<file path="config.mk">
export PLATFORM = sky130hd
export DESIGN_NAME = tmr_apb_slave_flat
export DESIGN_NICKNAME = d
export VERILOG_FILES = /design/src/rtl/tmr_apb_slave_if.sv /design/src/rtl/tmr_apb_slave.sv /design/src/flat_wrapper.sv
export SDC_FILE = /design/constraint.sdc
export NUM_CORES = 1
export LEC_CHECK = 0
export ABC_AREA = 1
export CORE_ASPECT_RATIO = 0.6
export CORE_MARGIN = 4
export CORE_UTILIZATION = 39
export DETAILED_ROUTE_END_ITERATION = 7
export PLACE_DENSITY = 0.77
export SYNTH_ARGS = -nofsm -noshare
export SYNTH_HDL_FRONTEND = slang
export SYNTH_SLANG_ARGS = --single-unit
</file>
<file path="constraint.sdc">
create_clock -name sys_clk -period 1.73 [get_ports sys_clk]
set_input_delay 0.346 -clock sys_clk [delete_from_list [all_inputs] [get_ports sys_clk]]
set_output_delay 0.346 -clock sys_clk [all_outputs]
set_load 0.05 [all_outputs]
</file>
<file path="src/rtl/tmr_apb_slave_if.sv">
// tmr_apb_slave_if: APB3/APB4 bus bundle between the bus master and the timer's APB slave front-end
// master drives psel/penable/pwrite/paddr/pwdata/pstrb; slave returns pready/prdata/pslverr
interface tmr_apb_slave_if #(
    parameter int ADDR_W = 12
);
    logic              tim_psel;
    logic              tim_penable;
    logic              tim_pwrite;
    logic [ADDR_W-1:0] tim_paddr;
    logic [31:0]       tim_pwdata;
    logic [3:0]        tim_pstrb;
    logic              tim_pready;
    logic [31:0]       tim_prdata;
    logic              tim_pslverr;

    modport master (
        output tim_psel, tim_penable, tim_pwrite, tim_paddr, tim_pwdata, tim_pstrb,
        input  tim_pready, tim_prdata, tim_pslverr
    );

    modport slave (
        input  tim_psel, tim_penable, tim_pwrite, tim_paddr, tim_pwdata, tim_pstrb,
        output tim_pready, tim_prdata, tim_pslverr
    );
endinterface

</file>
<file path="src/rtl/tmr_apb_slave.sv">
// tmr_apb_slave: APB slave front-end turning transfers into one-cycle rd_en/wr_en register strobes
// Ports: sys_clk, sys_rst_n (sync, active-low); apb (slave modport: psel/penable/pwrite/paddr/
// pwdata/pstrb in, pready/prdata/pslverr out); addr/wdata/wstrb latched register-side bus;
// wr_en/rd_en one-cycle strobes; rdata combinational read-mux input.
// Define TMR_APB_SLVERR_EN to flag misaligned or unmapped addresses with pslverr.
module tmr_apb_slave #(
    parameter int          ADDR_W      = 12,
    parameter int          WAIT_CYCLES = 0,
    parameter logic [31:0] LAST_ADDR   = 32'h18
) (
    input  logic           sys_clk,
    input  logic           sys_rst_n,
    tmr_apb_slave_if.slave apb,
    output logic [31:0]    addr,
    output logic [31:0]    wdata,
    output logic [3:0]     wstrb,
    output logic           wr_en,
    output logic           rd_en,
    input  logic [31:0]    rdata
);
`ifdef TMR_APB_SLVERR_EN
    localparam logic SLVERR_EN = 1'b1;
`else
    localparam logic SLVERR_EN = 1'b0;
`endif

    typedef enum logic [1:0] {IDLE, ACCESS, DONE} state_t;

    state_t            state;
    logic [2:0]        cnt;
    logic              wr_q;
    logic              err_q;
    logic [ADDR_W-1:0] paddr;
    logic [31:0]       paddr_ext;
    logic              err_c;

    assign paddr     = apb.tim_paddr;
    assign paddr_ext = 32'(paddr);
    assign err_c     = SLVERR_EN && (paddr[1:0] != 2'b00 || paddr_ext > LAST_ADDR);

    // Strobes are registered one edge ahead: they are loaded on the edge that leaves
    // cnt at 0, so they are high exactly in the ACCESS cycle where cnt == 0.
    always_ff @(posedge sys_clk) begin
        if (!sys_rst_n) begin
            state           <= IDLE;
            cnt             <= '0;
            wr_q            <= 1'b0;
            err_q           <= 1'b0;
            addr            <= '0;
            wdata           <= '0;
            wstrb           <= '0;
            wr_en           <= 1'b0;
            rd_en           <= 1'b0;
            apb.tim_pready  <= 1'b0;
            apb.tim_pslverr <= 1'b0;
            apb.tim_prdata  <= '0;
        end else begin
            wr_en           <= 1'b0;
            rd_en           <= 1'b0;
            apb.tim_pready  <= 1'b0;
            apb.tim_pslverr <= 1'b0;
            case (state)
                IDLE: if (apb.tim_psel && !apb.tim_penable) begin
                    addr  <= paddr_ext;
                    wdata <= apb.tim_pwdata;
                    wstrb <= apb.tim_pstrb;
                    wr_q  <= apb.tim_pwrite;
                    err_q <= err_c;
                    cnt   <= 3'(WAIT_CYCLES);
                    state <= ACCESS;
                    if (WAIT_CYCLES == 0) begin
                        wr_en <= apb.tim_pwrite && !err_c;
                        rd_en <= !apb.tim_pwrite && !err_c;
                    end
                end
                ACCESS: if (!apb.tim_psel) begin
                    // Dropped select: abandon; a strobe not yet loaded never appears.
                    state <= IDLE;
                end else if (cnt != 3'd0) begin
                    cnt <= cnt - 3'd1;
                    if (cnt == 3'd1) begin
                        wr_en <= wr_q && !err_q;
                        rd_en <= !wr_q && !err_q;
                    end
                end else begin
                    apb.tim_prdata  <= err_q ? 32'd0 : (wr_q ? apb.tim_prdata : rdata);
                    apb.tim_pready  <= 1'b1;
                    apb.tim_pslverr <= err_q;
                    state           <= DONE;
                end
                default: state <= IDLE;
            endcase
        end
    end
endmodule

</file>
<file path="src/flat_wrapper.sv">
// flat-port wrapper written by rule: the top's interface ports become plain ports
module tmr_apb_slave_flat 
#(
    parameter int          ADDR_W      = 12,
    parameter int          WAIT_CYCLES = 0,
    parameter logic [31:0] LAST_ADDR   = 32'h18
)
  (sys_clk, sys_rst_n, addr, wdata, wstrb, wr_en, rd_en, rdata, apb_tim_psel, apb_tim_penable, apb_tim_pwrite, apb_tim_paddr, apb_tim_pwdata, apb_tim_pstrb, apb_tim_pready, apb_tim_prdata, apb_tim_pslverr);
  tmr_apb_slave_if #(.ADDR_W(ADDR_W)) apb_i ();
  input  logic sys_clk;
  input  logic sys_rst_n;
  output logic [31:0] addr;
  output logic [31:0] wdata;
  output logic [3:0] wstrb;
  output logic wr_en;
  output logic rd_en;
  input  logic [31:0] rdata;
  input wire logic [$bits(apb_i.tim_psel)-1:0] apb_tim_psel;
  input wire logic [$bits(apb_i.tim_penable)-1:0] apb_tim_penable;
  input wire logic [$bits(apb_i.tim_pwrite)-1:0] apb_tim_pwrite;
  input wire logic [$bits(apb_i.tim_paddr)-1:0] apb_tim_paddr;
  input wire logic [$bits(apb_i.tim_pwdata)-1:0] apb_tim_pwdata;
  input wire logic [$bits(apb_i.tim_pstrb)-1:0] apb_tim_pstrb;
  output wire logic [$bits(apb_i.tim_pready)-1:0] apb_tim_pready;
  output wire logic [$bits(apb_i.tim_prdata)-1:0] apb_tim_prdata;
  output wire logic [$bits(apb_i.tim_pslverr)-1:0] apb_tim_pslverr;
  assign apb_i.tim_psel = apb_tim_psel;
  assign apb_i.tim_penable = apb_tim_penable;
  assign apb_i.tim_pwrite = apb_tim_pwrite;
  assign apb_i.tim_paddr = apb_tim_paddr;
  assign apb_i.tim_pwdata = apb_tim_pwdata;
  assign apb_i.tim_pstrb = apb_tim_pstrb;
  assign apb_tim_pready = apb_i.tim_pready;
  assign apb_tim_prdata = apb_i.tim_prdata;
  assign apb_tim_pslverr = apb_i.tim_pslverr;
  tmr_apb_slave #(.ADDR_W(ADDR_W), .WAIT_CYCLES(WAIT_CYCLES), .LAST_ADDR(LAST_ADDR)) u_core (.sys_clk(sys_clk), .sys_rst_n(sys_rst_n), .apb(apb_i), .addr(addr), .wdata(wdata), .wstrb(wstrb), .wr_en(wr_en), .rd_en(rd_en), .rdata(rdata));
endmodule
</file>
Yosys cells after proc, flatten, opt, wreduce, memory -nomap -nowiden
Cells that the tools add are included.
{"block": "word_totals", "output_inout_bits": 104, "regBits": 89, "elab_cells": 51}
{"block": "classes", "n_eq_ne": 6, "n_reduce_logical": 12, "addsub": 1, "n_mux": 20, "bitwise": 2}
{"operator": "two-way mux 32 bit", "n": 1}
{"operator": "two-way mux 1 bit", "n": 9}
{"operator": "two-way mux 3 bit", "n": 3}
{"operator": "AND reduction 4 bit", "n": 2}
{"operator": "two-way mux 2 bit", "n": 3}
{"operator": "one-hot mux 3 bit (2 select lines)", "n": 1}
{"operator": "!= test 2 x 1 -> 1 bit (second input constant)", "n": 2}
{"operator": "one-hot mux 1 bit (2 select lines)", "n": 2}
{"operator": "one-hot mux 2 bit (2 select lines)", "n": 1}
{"operator": "AND reduction 2 bit", "n": 2}
{"operator": "equality test 3 x 1 -> 1 bit (second input constant)", "n": 1}
{"operator": "zero test 1 bit", "n": 3}
{"operator": "!= test 3 bit (second input constant)", "n": 1}
{"operator": "AND reduction 3 bit", "n": 1}
{"operator": "nonzero test 3 bit", "n": 1}
{"operator": "subtractor 3 x 1 -> 3 bit (second input constant)", "n": 1}
{"operator": "equality test 2 x 1 -> 1 bit (second input constant)", "n": 1}
{"operator": "zero test 2 bit", "n": 1}
{"operator": "!= test 2 bit (second input constant)", "n": 1}
{"operator": "NOT 1 bit", "n": 2}
{"operator": "nonzero test 2 bit", "n": 1}
{"operator": "logical AND 1 bit", "n": 1}

Longest topological paths before layout
{"block": "logic_depth", "word_depth": 5, "depth_mapped": 9, "depth_no_buf": 8}

Least setup slack after synthesis
Ideal clock, no wire load.
{"block": "synth_path", "path_type": "register to register", "start": "register u_core.cnt[0]", "end": "register u_core.apb.tim_prdata[0]", "slack_ps": 483, "setup_time_ps": 116, "path_stages_with_launch": 10, "t_arrival_ps": 1131, "n_path_buf": 1, "path_cell_list": "dfxtp_1 -> inv_1 -> ha_1 -> nand2_2 -> inv_2 -> nand3_4 -> inv_4 -> buf_6 -> nor2_1 -> nor2_1"}
{"block": "synth_between", "elab_chain_len": 3}
{"element": "from (decl)", "line_no": "tmr_apb_slave.sv:30", "rtl": "logic [2:0] cnt;"}
{"element": "from (signal assigned)", "line_no": "tmr_apb_slave.sv:69", "rtl": "cnt <= 3'(WAIT_CYCLES);"}
{"element": "from (signal assigned)", "line_no": "tmr_apb_slave.sv:80", "rtl": "cnt <= cnt - 3'd1;"}
{"element": "nonzero test 3 bit", "line_no": "tmr_apb_slave.sv:79", "rtl": "end else if (cnt != 3'd0) begin"}
{"element": "NOT 1 bit (no source line)"}
{"element": "AND reduction 4 bit (no source line)"}
{"element": "to (signal assigned)", "line_no": "tmr_apb_slave.sv:86", "rtl": "apb.tim_prdata <= err_q ? 32'd0 : (wr_q ? apb.tim_prdata : rdata);"}
{"element": "to (decl)", "line_no": "tmr_apb_slave_if.sv:23", "rtl": "output tim_pready, tim_prdata, tim_pslverr"}
No other way between the ends.
A chain may end at the register's enable or synchronous reset.

Worst setup path after layout
{"block": "layout_path", "start": "register u_core.cnt[0]", "end": "register u_core.apb.tim_prdata[1]"}
Same word-level chain as after synthesis.

==> results by group <==
Power
  – Worst vdd ir: 0.490 mV
  – Leak: 2.25 nW
  – Logic gate share of total power: 22.4%
  – Switching share of power: 30.1%
  – Internal: 0.00357 W
  – Pwr Density: 986 mW/mm2
  – Clock Power Share: 34.2%
  – Sequential Power Share: 43.4%
  – NetSw: 0.00154 W

Layout
  – Net count, final: 685
  – Area of the multi-input gates: 0.00131 mm2
  – Util after Layout: 60.8%
  – Non-filler cells, final: 713
  – Layout area overhead: 51.4%
  – Register area: 0.00178 mm2
  – Ant diodes: 0
  – Fillers: 778
  – Layout cells sized above 1: 20.8%

Min path
  – Type of the most critical hold path: primary input to flop

Routing
  – Met2 wire len: 4300 um
  – Post-Route WL: 9410 um
  – Detailed Routing Iterations Pass 1: 5
  – DR WL/cell: 13.2 um
  – DRC errors left: 0
  – DR iter-0 viols: 196
  – Via count: 3227
  – Met1 WL: 4260 um
  – Highest Signal Layer: met4
  – Met3 routed WL: 734 um
  – Final antenna-violating net count: 0
  – DR vias/cell: 4.53

Global routing
  – Total gr overflow: 0
  – Initial antenna violation count: 0
  – Vias in the first global route: 3011
  – Largest net degree at the start of global routing: 36
  – GRT Resource Usage Total: 17.5%
  – First-pass GRT wire length: 14500 um

Timing
  – Setup_tns: 0 ns
  – Crit share post-route: 83.0%
  – Fmax: 697 MHz
  – Final Hold Vio Count: 0
  – Final setup fails: 0
  – RSZ-0062 raised after global routing: false
  – Final worst slack: 0.295 ns
  – Slew Limit Fails: 0
  – Final min period: 1.44 ns
  – Setup Skew: 0.00384 ns

Synthesis
  – Synth top area share: 52.1%
  – Post-Synthesis Cells: 431
  – Mapped Avg Cell Area: 7.94 um2
  – Synthesis-stage register bit count: 89
  – Library cells used by synthesis: 23
  – Post-synth top area cell: dfxtp_1
  – Seq/Total Area, Yosys: 52.1%
  – Cell area after synthesis: 0.00342 mm2
  – Synth Warn #: 0
  – Top post-synthesis cells by area: dfxtp_1, nor2_1, o21ai_1

Placed design
  – Final GP Congestion: 0.822
  – Placed cells: 698
  – PortBufs: 167
  – HPWL Detailed: 7230 um
  – Pre-CTS WS: -0.0709 ns

Floorplanning
  – Die Span Y: 80.6 um
  – CORE AREA: 0.00852 mm2
  – Die X: 129 um
  – Initial Utilization: 40.1%
  – Core Rows: 26
  – Die area: 0.0104 mm2
  – Io pins: 189

Clock network
  – Post-CTS Hold Buffers: 0
  – Sink Count: 89
  – CTS tree: done
  – Clock buffer depth: 2
  – Resize count post-CTS: 0
  – CTS clk-pin slew, worst paths: 0.06 ns
  – Cts bufs inserted: 9
  – Setup bufs post-CTS: 0
  – H-tree depth: 3
  – Clk_lat worst skew: 0.33 ns
  – Root Driver: clkbuf_16

Outcome
  – Status: finished, final reports clean

Critical path
  – Worst setup EP type: flop
  – Crit-path max FO: 11
  – CP Data Required Time: 1.95 ns
  – Crit start category: flop
  – Crit Path Category: flop to flop
  – Critical path arrival: 1.66 ns

Flow run
  – Max Cap Viol: 0
[logic make-up after synthesis]
logic type | count (synthesis) | share of synthesized area [%]
AND/OR/NAND/NOR | 190 | 21.8
buffers and inverters | 61 | 12.0
flip-flops | 89 | 52.1
AO/OA/AOI/OAI | 87 | 12.9
other | 1 | 0.110
adder cells (fa/ha/maj) | 3 | 1.10
[layer usage]
metal	up-vias	GRT usage, %
met5	-	0
met4	0	4.72
met3	13	6.18
met2	104	27.8
met1	1454	22.5
li1	1656	-
[worst max-delay path, cell delays in order (launching register included)]
cell and delay (ns):
dfxtp_1 0.37, inv_1 0.08, ha_1 0.20, nand2_2 0.10, inv_2 0.05, nand3_4 0.16, inv_4 0.06, buf_4 0.16
nor2_1 0.09, nor2_1 0.06
[state kept, by name, summed over array words and instances (netlist names)]
signal / flops
u_core.wr_q: 1
u_core.cnt: 3
u_core.apb.tim_prdata: 32
u_core.wstrb: 4
u_core.wdata: 32
u_core.rd_en: 1
u_core.addr: 12
u_core.state: 2
u_core.wr_en: 1
u_core.apb.tim_pready: 1
[final cells by class]
class                           instances  share of cell area [%]
Inverter                               14                    1.06
Clock inverter                          4                   0.386
Multi-Input combinational cell        301                    25.3
Tap cell                              112                    2.70
Timing Repair Buffer                  182                    31.5
Sequential cell                        89                    34.4
Clock buffer                           11                    4.68
[metrics by stage]
| step | power, W | hold WS (ns) | area [um2] |
|---|---|---|---|
| 6_report | 0.00511 | 0.342 | 5180 |
| 5_1_grt | 0.00532 | 0.357 | 5180 |
| 4_1_cts | 0.00515 | 0.343 | 5180 |
| 3_3_place_gp | 0.00339 | 0.464 | 4920 |
| 3_5_place_dp | 0.00341 | 0.476 | 4920 |
| 2_1_floorplan | 0.00302 | 0.464 | 3500 |
[path summary, 6_finish.rpt]
check / startpoint / to / slack (ns) / depth (start not counted)
max: u_core.cnt[0] / u_core.apb.tim_prdata[1] / 0.29 / 9
min: sys_rst_n / u_core.wdata[25] / 0.34 / 3
max reg2reg: u_core.cnt[0] / u_core.apb.tim_prdata[1] / 0.29 / 9
min reg2reg: u_core.apb.tim_prdata[27] / u_core.apb.tim_prdata[27] / 0.48 / 2
[cells in the mapped netlist (all sizes together)]
| library cell | n |
|---|---|
| nand3 | 5 |
| clkinv | 1 |
| nand2 | 12 |
| o21ai | 80 |
| nor2 | 169 |
| clkbuf | 8 |
| inv | 13 |
| buf | 39 |
| nor3 | 2 |
| a211oi | 1 |
| a21oi | 6 |
| dfxtp | 89 |
| conb | 1 |
| ha | 3 |
| nor4 | 2 |
[power groups by stage]
stage          Clock, W  Combinational (W)  Sequential, W
2_1_floorplan         0           0.000402        0.00261
3_3_place_gp          0            0.00113        0.00226
6_report        0.00175            0.00114        0.00222
3_5_place_dp          0            0.00115        0.00226
5_1_grt         0.00188            0.00121        0.00223
4_1_cts         0.00178            0.00115        0.00222
[cells in the final DEF, fill, tap and decap left out, drive strengths merged]
master and n:
clkdlybuf4s50 83, ha 3, buf 99, inv 13, nand3 5, nor4 2, conb 21, a21oi 6
a211oi 1, nor2 169, o21ai 80, clkbuf 11, dfxtp 89, clkinv 5, nor3 2, nand2 12
(Power assumes the default switching activity.)
